**src/rtl/instr_decode_stage_if.sv**
```systemverilog
// Fetch -> decode -> execute bus for instr_decode_stage.
//   fetch side   : in_valid/in_ready handshake carrying in_instr, in_pc
//   execute side : out_valid/out_ready handshake carrying out_pc, decoded
//                  fields, control bits and the dispatched-instruction count
// slave modport is the decode stage; master modport is its environment.
interface instr_decode_stage_if #(
  parameter int unsigned INSTR_W = 32,
  parameter int unsigned PC_W    = 32,
  parameter int unsigned IMM_W   = 16,
  parameter int unsigned CNT_W   = 32
);
  logic               in_valid;
  logic               in_ready;
  logic [INSTR_W-1:0] in_instr;
  logic [PC_W-1:0]    in_pc;
  logic               out_valid;
  logic               out_ready;
  logic [PC_W-1:0]    out_pc;
  logic [5:0]         opcode;
  logic [4:0]         rs;
  logic [4:0]         rt;
  logic [4:0]         rd;
  logic [4:0]         shamt;
  logic [5:0]         funct;
  logic [IMM_W-1:0]   imm_out;
  logic               imm_signed;
  logic               alu_src_imm;
  logic [CNT_W-1:0]   disp_count;

  modport slave (
    input  in_valid, in_instr, in_pc, out_ready,
    output in_ready, out_valid, out_pc, opcode, rs, rt, rd, shamt, funct,
           imm_out, imm_signed, alu_src_imm, disp_count
  );

  modport master (
    output in_valid, in_instr, in_pc, out_ready,
    input  in_ready, out_valid, out_pc, opcode, rs, rt, rd, shamt, funct,
           imm_out, imm_signed, alu_src_imm, disp_count
  );
endinterface

```
**src/rtl/instr_decode_stage.sv**
```systemverilog
// Decode-stage pipeline register between fetch and execute.
// Words are buffered in a 2-entry skid buffer (main entry drives the outputs,
// skid entry absorbs one word of backpressure) so in_ready can be registered
// without losing throughput.
// Ports:
//   clk     : rising-edge clock
//   reset_n : synchronous reset, active low
//   flush   : synchronous flush, empties both entries
//   bus     : fetch/execute handshakes and decoded outputs (slave modport)
module instr_decode_stage #(
  parameter int unsigned INSTR_W = 32,
  parameter int unsigned PC_W    = 32,
  parameter int unsigned IMM_W   = 16,
  parameter int unsigned CNT_W   = 32
) (
  input  logic                 clk,
  input  logic                 reset_n,
  input  logic                 flush,
  instr_decode_stage_if.slave  bus
);

  typedef enum logic [1:0] {
    ST_EMPTY = 2'd0,
    ST_ONE   = 2'd1,
    ST_TWO   = 2'd2
  } state_e;

  // Control bits are decoded on entry so the outputs come straight from flops.
  typedef struct packed {
    logic [INSTR_W-1:0] instr;
    logic [PC_W-1:0]    pc;
    logic               imm_signed;
    logic               alu_src_imm;
  } entry_t;

  state_e           state_q, state_d;
  entry_t           main_q, main_d;
  entry_t           skid_q, skid_d;
  entry_t           new_entry;
  logic             in_ready_q, in_ready_d;
  logic             out_valid_q, out_valid_d;
  logic [CNT_W-1:0] cnt_q, cnt_d;
  logic             accept;
  logic             dispatch;
  logic [5:0]       new_op;

  // Decode the incoming word into a buffer entry.
  always_comb begin
    new_op                = bus.in_instr[31:26];
    new_entry.instr       = bus.in_instr;
    new_entry.pc          = bus.in_pc;
    new_entry.imm_signed  = !(new_op inside {6'h0C, 6'h0D, 6'h0E, 6'h0F});
    new_entry.alu_src_imm = !(new_op inside {6'h00, 6'h02, 6'h03, 6'h04, 6'h05});
  end

  assign accept   = bus.in_valid & in_ready_q;
  assign dispatch = out_valid_q & bus.out_ready;

  // Next-state and buffer steering; an empty entry is always held at zero.
  always_comb begin
    state_d = state_q;
    main_d  = main_q;
    skid_d  = skid_q;
    cnt_d   = cnt_q + CNT_W'(dispatch);

    if (flush) begin
      // A same-cycle offer is dropped; a same-cycle dispatch still counts.
      state_d = ST_EMPTY;
      main_d  = '0;
      skid_d  = '0;
    end else begin
      unique case (state_q)
        ST_EMPTY: begin
          if (accept) begin
            main_d  = new_entry;
            state_d = ST_ONE;
          end
        end
        ST_ONE: begin
          if (accept && !dispatch) begin
            skid_d  = new_entry;
            state_d = ST_TWO;
          end else if (!accept && dispatch) begin
            main_d  = '0;
            state_d = ST_EMPTY;
          end else if (accept && dispatch) begin
            main_d  = new_entry;
          end
        end
        ST_TWO: begin
          if (dispatch) begin
            main_d  = skid_q;
            skid_d  = '0;
            state_d = ST_ONE;
          end
        end
        default: begin
          state_d = ST_EMPTY;
          main_d  = '0;
          skid_d  = '0;
        end
      endcase
    end

    in_ready_d  = (state_d != ST_TWO);
    out_valid_d = (state_d != ST_EMPTY);
  end

  // State register with synchronous active-low reset.
  always_ff @(posedge clk) begin
    if (!reset_n) begin
      state_q     <= ST_EMPTY;
      main_q      <= '0;
      skid_q      <= '0;
      in_ready_q  <= 1'b0;
      out_valid_q <= 1'b0;
      cnt_q       <= '0;
    end else begin
      state_q     <= state_d;
      main_q      <= main_d;
      skid_q      <= skid_d;
      in_ready_q  <= in_ready_d;
      out_valid_q <= out_valid_d;
      cnt_q       <= cnt_d;
    end
  end

  assign bus.in_ready    = in_ready_q;
  assign bus.out_valid   = out_valid_q;
  assign bus.out_pc      = main_q.pc;
  assign bus.opcode      = main_q.instr[31:26];
  assign bus.rs          = main_q.instr[25:21];
  assign bus.rt          = main_q.instr[20:16];
  assign bus.rd          = main_q.instr[15:11];
  assign bus.shamt       = main_q.instr[10:6];
  assign bus.funct       = main_q.instr[5:0];
  assign bus.imm_out     = main_q.instr[IMM_W-1:0];
  assign bus.imm_signed  = main_q.imm_signed;
  assign bus.alu_src_imm = main_q.alu_src_imm;
  assign bus.disp_count  = cnt_q;

endmodule

```
**src/flat_wrapper.sv**
```systemverilog
// flat-port wrapper written by rule: the top's interface ports become plain ports
module instr_decode_stage_flat 
#(
  parameter int unsigned INSTR_W = 32,
  parameter int unsigned PC_W    = 32,
  parameter int unsigned IMM_W   = 16,
  parameter int unsigned CNT_W   = 32
)
  (clk, reset_n, flush, bus_in_valid, bus_in_instr, bus_in_pc, bus_out_ready, bus_in_ready, bus_out_valid, bus_out_pc, bus_opcode, bus_rs, bus_rt, bus_rd, bus_shamt, bus_funct, bus_imm_out, bus_imm_signed, bus_alu_src_imm, bus_disp_count);
  instr_decode_stage_if #(.INSTR_W(INSTR_W), .PC_W(PC_W), .IMM_W(IMM_W), .CNT_W(CNT_W)) bus_i ();
  input  logic clk;
  input  logic reset_n;
  input  logic flush;
  input wire logic [$bits(bus_i.in_valid)-1:0] bus_in_valid;
  input wire logic [$bits(bus_i.in_instr)-1:0] bus_in_instr;
  input wire logic [$bits(bus_i.in_pc)-1:0] bus_in_pc;
  input wire logic [$bits(bus_i.out_ready)-1:0] bus_out_ready;
  output wire logic [$bits(bus_i.in_ready)-1:0] bus_in_ready;
  output wire logic [$bits(bus_i.out_valid)-1:0] bus_out_valid;
  output wire logic [$bits(bus_i.out_pc)-1:0] bus_out_pc;
  output wire logic [$bits(bus_i.opcode)-1:0] bus_opcode;
  output wire logic [$bits(bus_i.rs)-1:0] bus_rs;
  output wire logic [$bits(bus_i.rt)-1:0] bus_rt;
  output wire logic [$bits(bus_i.rd)-1:0] bus_rd;
  output wire logic [$bits(bus_i.shamt)-1:0] bus_shamt;
  output wire logic [$bits(bus_i.funct)-1:0] bus_funct;
  output wire logic [$bits(bus_i.imm_out)-1:0] bus_imm_out;
  output wire logic [$bits(bus_i.imm_signed)-1:0] bus_imm_signed;
  output wire logic [$bits(bus_i.alu_src_imm)-1:0] bus_alu_src_imm;
  output wire logic [$bits(bus_i.disp_count)-1:0] bus_disp_count;
  assign bus_i.in_valid = bus_in_valid;
  assign bus_i.in_instr = bus_in_instr;
  assign bus_i.in_pc = bus_in_pc;
  assign bus_i.out_ready = bus_out_ready;
  assign bus_in_ready = bus_i.in_ready;
  assign bus_out_valid = bus_i.out_valid;
  assign bus_out_pc = bus_i.out_pc;
  assign bus_opcode = bus_i.opcode;
  assign bus_rs = bus_i.rs;
  assign bus_rt = bus_i.rt;
  assign bus_rd = bus_i.rd;
  assign bus_shamt = bus_i.shamt;
  assign bus_funct = bus_i.funct;
  assign bus_imm_out = bus_i.imm_out;
  assign bus_imm_signed = bus_i.imm_signed;
  assign bus_alu_src_imm = bus_i.alu_src_imm;
  assign bus_disp_count = bus_i.disp_count;
  instr_decode_stage #(.INSTR_W(INSTR_W), .PC_W(PC_W), .IMM_W(IMM_W), .CNT_W(CNT_W)) u_core (.clk(clk), .reset_n(reset_n), .flush(flush), .bus(bus_i));
endmodule
```
**config.mk**
```make
export PLATFORM = sky130hd
export DESIGN_NAME = instr_decode_stage_flat
export DESIGN_NICKNAME = d
export VERILOG_FILES = /design/src/rtl/instr_decode_stage_if.sv /design/src/rtl/instr_decode_stage.sv /design/src/flat_wrapper.sv
export SDC_FILE = /design/constraint.sdc
export NUM_CORES = 1
export LEC_CHECK = 0
export ABC_CLOCK_PERIOD_IN_PS = 4900
export BUFFER_PORTS_ARGS = -buffer_cell sky130_fd_sc_hd__buf_2
export CAP_MARGIN = 15
export CORE_ASPECT_RATIO = 1.4
export CORE_MARGIN = 8
export CORE_UTILIZATION = 57
export CTS_CLUSTER_DIAMETER = 100
export DETAILED_ROUTE_END_ITERATION = 7
export MAX_ROUTING_LAYER = met4
export PLACE_DENSITY = 0.86
export RECOVER_POWER = 25
export SLEW_MARGIN = 20
export SYNTH_ARGS = -nofsm -noshare
export SYNTH_HDL_FRONTEND = slang
export SYNTH_SLANG_ARGS = --single-unit
export TNS_END_PERCENT = 1
```
**constraint.sdc**
```tcl
create_clock -name clk -period 4.9 [get_ports clk]
set_clock_uncertainty 0.2 [all_clocks]
set_input_delay 0.245 -clock clk [delete_from_list [all_inputs] [get_ports clk]]
set_output_delay 0.245 -clock clk [all_outputs]
set_load 0.01 [all_outputs]
```
==> reports/results.tsv <==
stage	metric	value	unit
floorplan	start_util	58.2	%
detailed_routing	drt-pass1-iter-count	5	
final_layout	final_area	9200	sq um
critical_path	r2r_setup_slack	1.91	ns
logic_synthesis	yosys.area.top_type_share	47.1	%
detailed_routing	drc	0	
worst_hold_path	min-delay-start	bus_out_ready	
critical_path	crit_family	buffers and inverters	
clock_tree	clk_latency	0.42	ns
final_layout	num-fill-cells	906	
detailed_routing	wl_per_cell	19.4	microns
detailed_routing	vias_per_cell	6.19	
final_layout	layout.cells.non_filler	1111	
detailed_routing	via_count	6881	
outcome	outcome	complete, no violations	
logic_synthesis	ys_types	48	
critical_path	path_cells	buf_4 -> nor2b_1 -> nor3b_2 -> buf_4 -> a22o_1 -> a21o_1	
sta	slew_headroom	39.4	%
logic_synthesis	synth-seq-cells	168	
pwr	powerDensity	328	nW/um^2
worst_hold_path	holdPathStages	4	
sta	finalSetupViolations	0	
logic_synthesis	synth_top_area_cell	dfxtp_1	
placement	io_buffers	184	
placement	pre_cts_slack	1.99	ns
critical_path	worst_setup_path_start_kind	register	
logic_synthesis	syn-cell-area	7130	sq um
placement	placed_cell_area	7970	sq um
clock_tree	cts_tree	built	
critical_path	cp_slowest_stage_delay	0.69	ns
sta	worstMarginPinSlew	0.908	ns
critical_path	crit_path_frequent_cell	buf_4	
sta	setup_slack	1.91	ns
pwr	power.leakage	3.90	nW
logic_synthesis	ys_warn_count	0	
sta	fmax	0.335	GHz
clock_tree	cts_sinks	168	
sta	final.setup.tns	0	ns
sta	finalCritPeriodShare	61.0	%
placement	finalWeightedCongestion	0.802	
logic_synthesis	synthCells	754	
critical_path	critPathCaptureType	register	
sta	fin_crit	2.99	ns
floorplan	dieArea	16400	sq um
global_route	use_met3	5.56	%
critical_path	reg2reg_to	u_core.bus.rt[0]	
pwr	total_power	3.02	mW
floorplan	ios	185	
final_layout	drive_above_1_share	17.6	%
logic_synthesis	synth-async-reset-ratio	0	%
sta	rsz0062_at_grt	no	
sta	hold_violations	0	
sta	slew_viol_final	0	
pwr	irDropWorstVdd	0.000260	V
worst_hold_path	whs_endpoint	u_core.bus.rs[2]	
logic_synthesis	syn_area_per_cell	9.46	sq um
detailed_routing	drt_iter0_drc	614	
clock_tree	cts.clk_slew.worst_paths	0.06	ns
logic_synthesis	yosys-top-cells-count	dfxtp_1, a21oi_1, o21ai_0	
critical_path	cp_slowest_cell	dfxtp_2	
critical_path	r2r-start	u_core.state_q[1]	
detailed_routing	routed_wl	21.5	mm
floorplan	die_x	111	microns
placement	place_inst	1010	
critical_path	r2r_cells	6	
global_route	grt_pass1_vias	6693	
job	cap_violations	0	
floorplan	num_rows	48	
clock_tree	root_buffer	clkbuf_16	
clock_tree	cts-buffers-inserted	17	
final_layout	nets	1018	
critical_path	crit_fanout	64	
global_route	gr-max-usage-layer	met2	
clock_tree	htree_levels	4	
worst_hold_path	hold_path_class	primary input to register	
critical_path	critical_path_buf_inv_count	2	
logic_synthesis	synth_most_common_cell	dfxtp_1	
logic_synthesis	syn-num-nets	825	
global_route	gr-total-overflow	0	
global_route	grt_pass1_wl	34.2	mm
floorplan	die_y	148	microns
floorplan	coreArea	12300	sq um
detailed_routing	ant_nets	0	
final_layout	syn_to_final_growth	29.0	%
logic_synthesis	synth_top_flop_cell	dfxtp_1	
global_route	gr-usage-met1	28.6	%
global_route	grt_usage	25.5	%
placement	hpwl	12.7	mm
critical_path	worst-endpoint-required	5.06	ns
logic_synthesis	ys_seq_area_share	47.1	%
critical_path	worstPathArrival	3.15	ns
global_route	antenna_found_initial	1	
critical_path	worstSetupPathType	register to register	
global_route	grt_max_degree	72	
clock_tree	post_cts_buffers	0	
clock_tree	cts_resized	0	
logic_synthesis	synth_area_leaders	dfxtp_1, nand4b_1, a22o_1, a21o_1, a21oi_1	
global_route	grt.met2_usage	43.8	%
logic_synthesis	synth-edff-count	0	
clock_tree	cts.path.max_buffers	2	
==> how the worst max path moves through the flow <==
stage | startpoint | end | slack, ns | cells past startpoint
floorplan | u_core.bus.out_valid | u_core.bus.disp_count[26] | 2.36 | 9
global placement | u_core.state_q[1] | u_core.bus.rs[4] | 2.02 | 6
detailed placement | u_core.state_q[1] | u_core.bus.imm_out[14] | 1.99 | 6
CTS | u_core.bus.out_valid | u_core.bus.disp_count[30] | 1.98 | 8
global route | u_core.bus.out_valid | u_core.bus.disp_count[30] | 1.76 | 8
finish | u_core.state_q[1] | u_core.bus.rt[0] | 1.91 | 6
==> repair_timing <==
action                                 4_1_cts  5_1_grt
setup endpoints to repair                    0        0
hold buffers                                67        0
endpoints found under the hold margin      131        0
==> power breakdown <==
group	switching (mW)	total (mW)	internal, mW
sequential	0.0111	1.39	1.38
combinational	0.126	0.218	0.0919
clock	0.539	1.41	0.869
total	0.676	3.02	2.34
==> cells in the final DEF, fill, tap and decap left out, types with 10 or more instances in the layout <==
master	count
a21o_1	64
a21oi_1	83
a22o_1	63
buf_2	113
buf_4	10
clkbuf_1	74
clkbuf_16	17
dfxtp_1	166
dlygate4sd3_1	67
nand2_1	17
nand4_1	10
nand4b_1	65
nor2_1	19
o21ai_0	73
==> metal layers <==
layer	up-vias	part of all wire [%]
li1	3216	-
met1	3320	40
met2	297	52
met3	48	6.2
met4	0	2.6
met5	-	0
==> registers in the layout, summed over array words and instances (netlist names) <==
| signal | cells |
|---|---|
| u_core.bus.out_valid | 1 |
| u_core.bus.rt | 5 |
| u_core.bus.out_pc | 32 |
| u_core.bus.in_ready | 1 |
| u_core.bus.imm_signed | 1 |
| u_core.state_q | 2 |
| u_core.bus.opcode | 6 |
| u_core.bus.imm_out | 10 |
| u_core.bus.funct | 6 |
| u_core.bus.alu_src_imm | 1 |
| u_core.skid_q | 66 |
| u_core.bus.disp_count | 32 |
| u_core.bus.rs | 5 |
==> area by class of cell <==
cell class	instances	area (sq um)	share of cell area, %
clock inverter	11	171	1.86
timing repair buffer	262	1610	17.4
tap	150	188	2.04
clock buffer	21	450	4.90
antenna	1	2.50	0.0272
multi-input combinational	493	3400	36.9
inverter	5	18.8	0.204
sequential	168	3370	36.6
==> kinds of logic (layout without fill, tap and decap cells) <==
logic type,Yosys count,after routing,synth area share (%)
adders and majority gates,2,2,0.351
DFF,168,168,47.1
buffers and inverters,93,299,6.00
AOI/OAI and AO/OA,306,306,28.0
xor gates and xnor gates,13,13,1.60
and+or+nand+nor,170,170,16.6
other,0,1,0
muxes,2,2,0.281
==> through the flow <==
stage | hold slack, ns | util (%)
3_5_place_dp | 0.235 | 65.0
2_1_floorplan | 0.162 | -
6_report | 0.109 | 75.1
4_1_cts | 0.0895 | 75.6
3_3_place_gp | 0.229 | 65.0
5_1_grt | 0.120 | 75.1
==> tightest hold or removal path: cells and delay by family <==
family                 cells  cell delay (ns)
AND/OR/NAND/NOR            1             0.07
buffers and inverters      1             0.12
AO/OA/AOI/OAI              2             0.26
(Power assumes the default switching activity.)
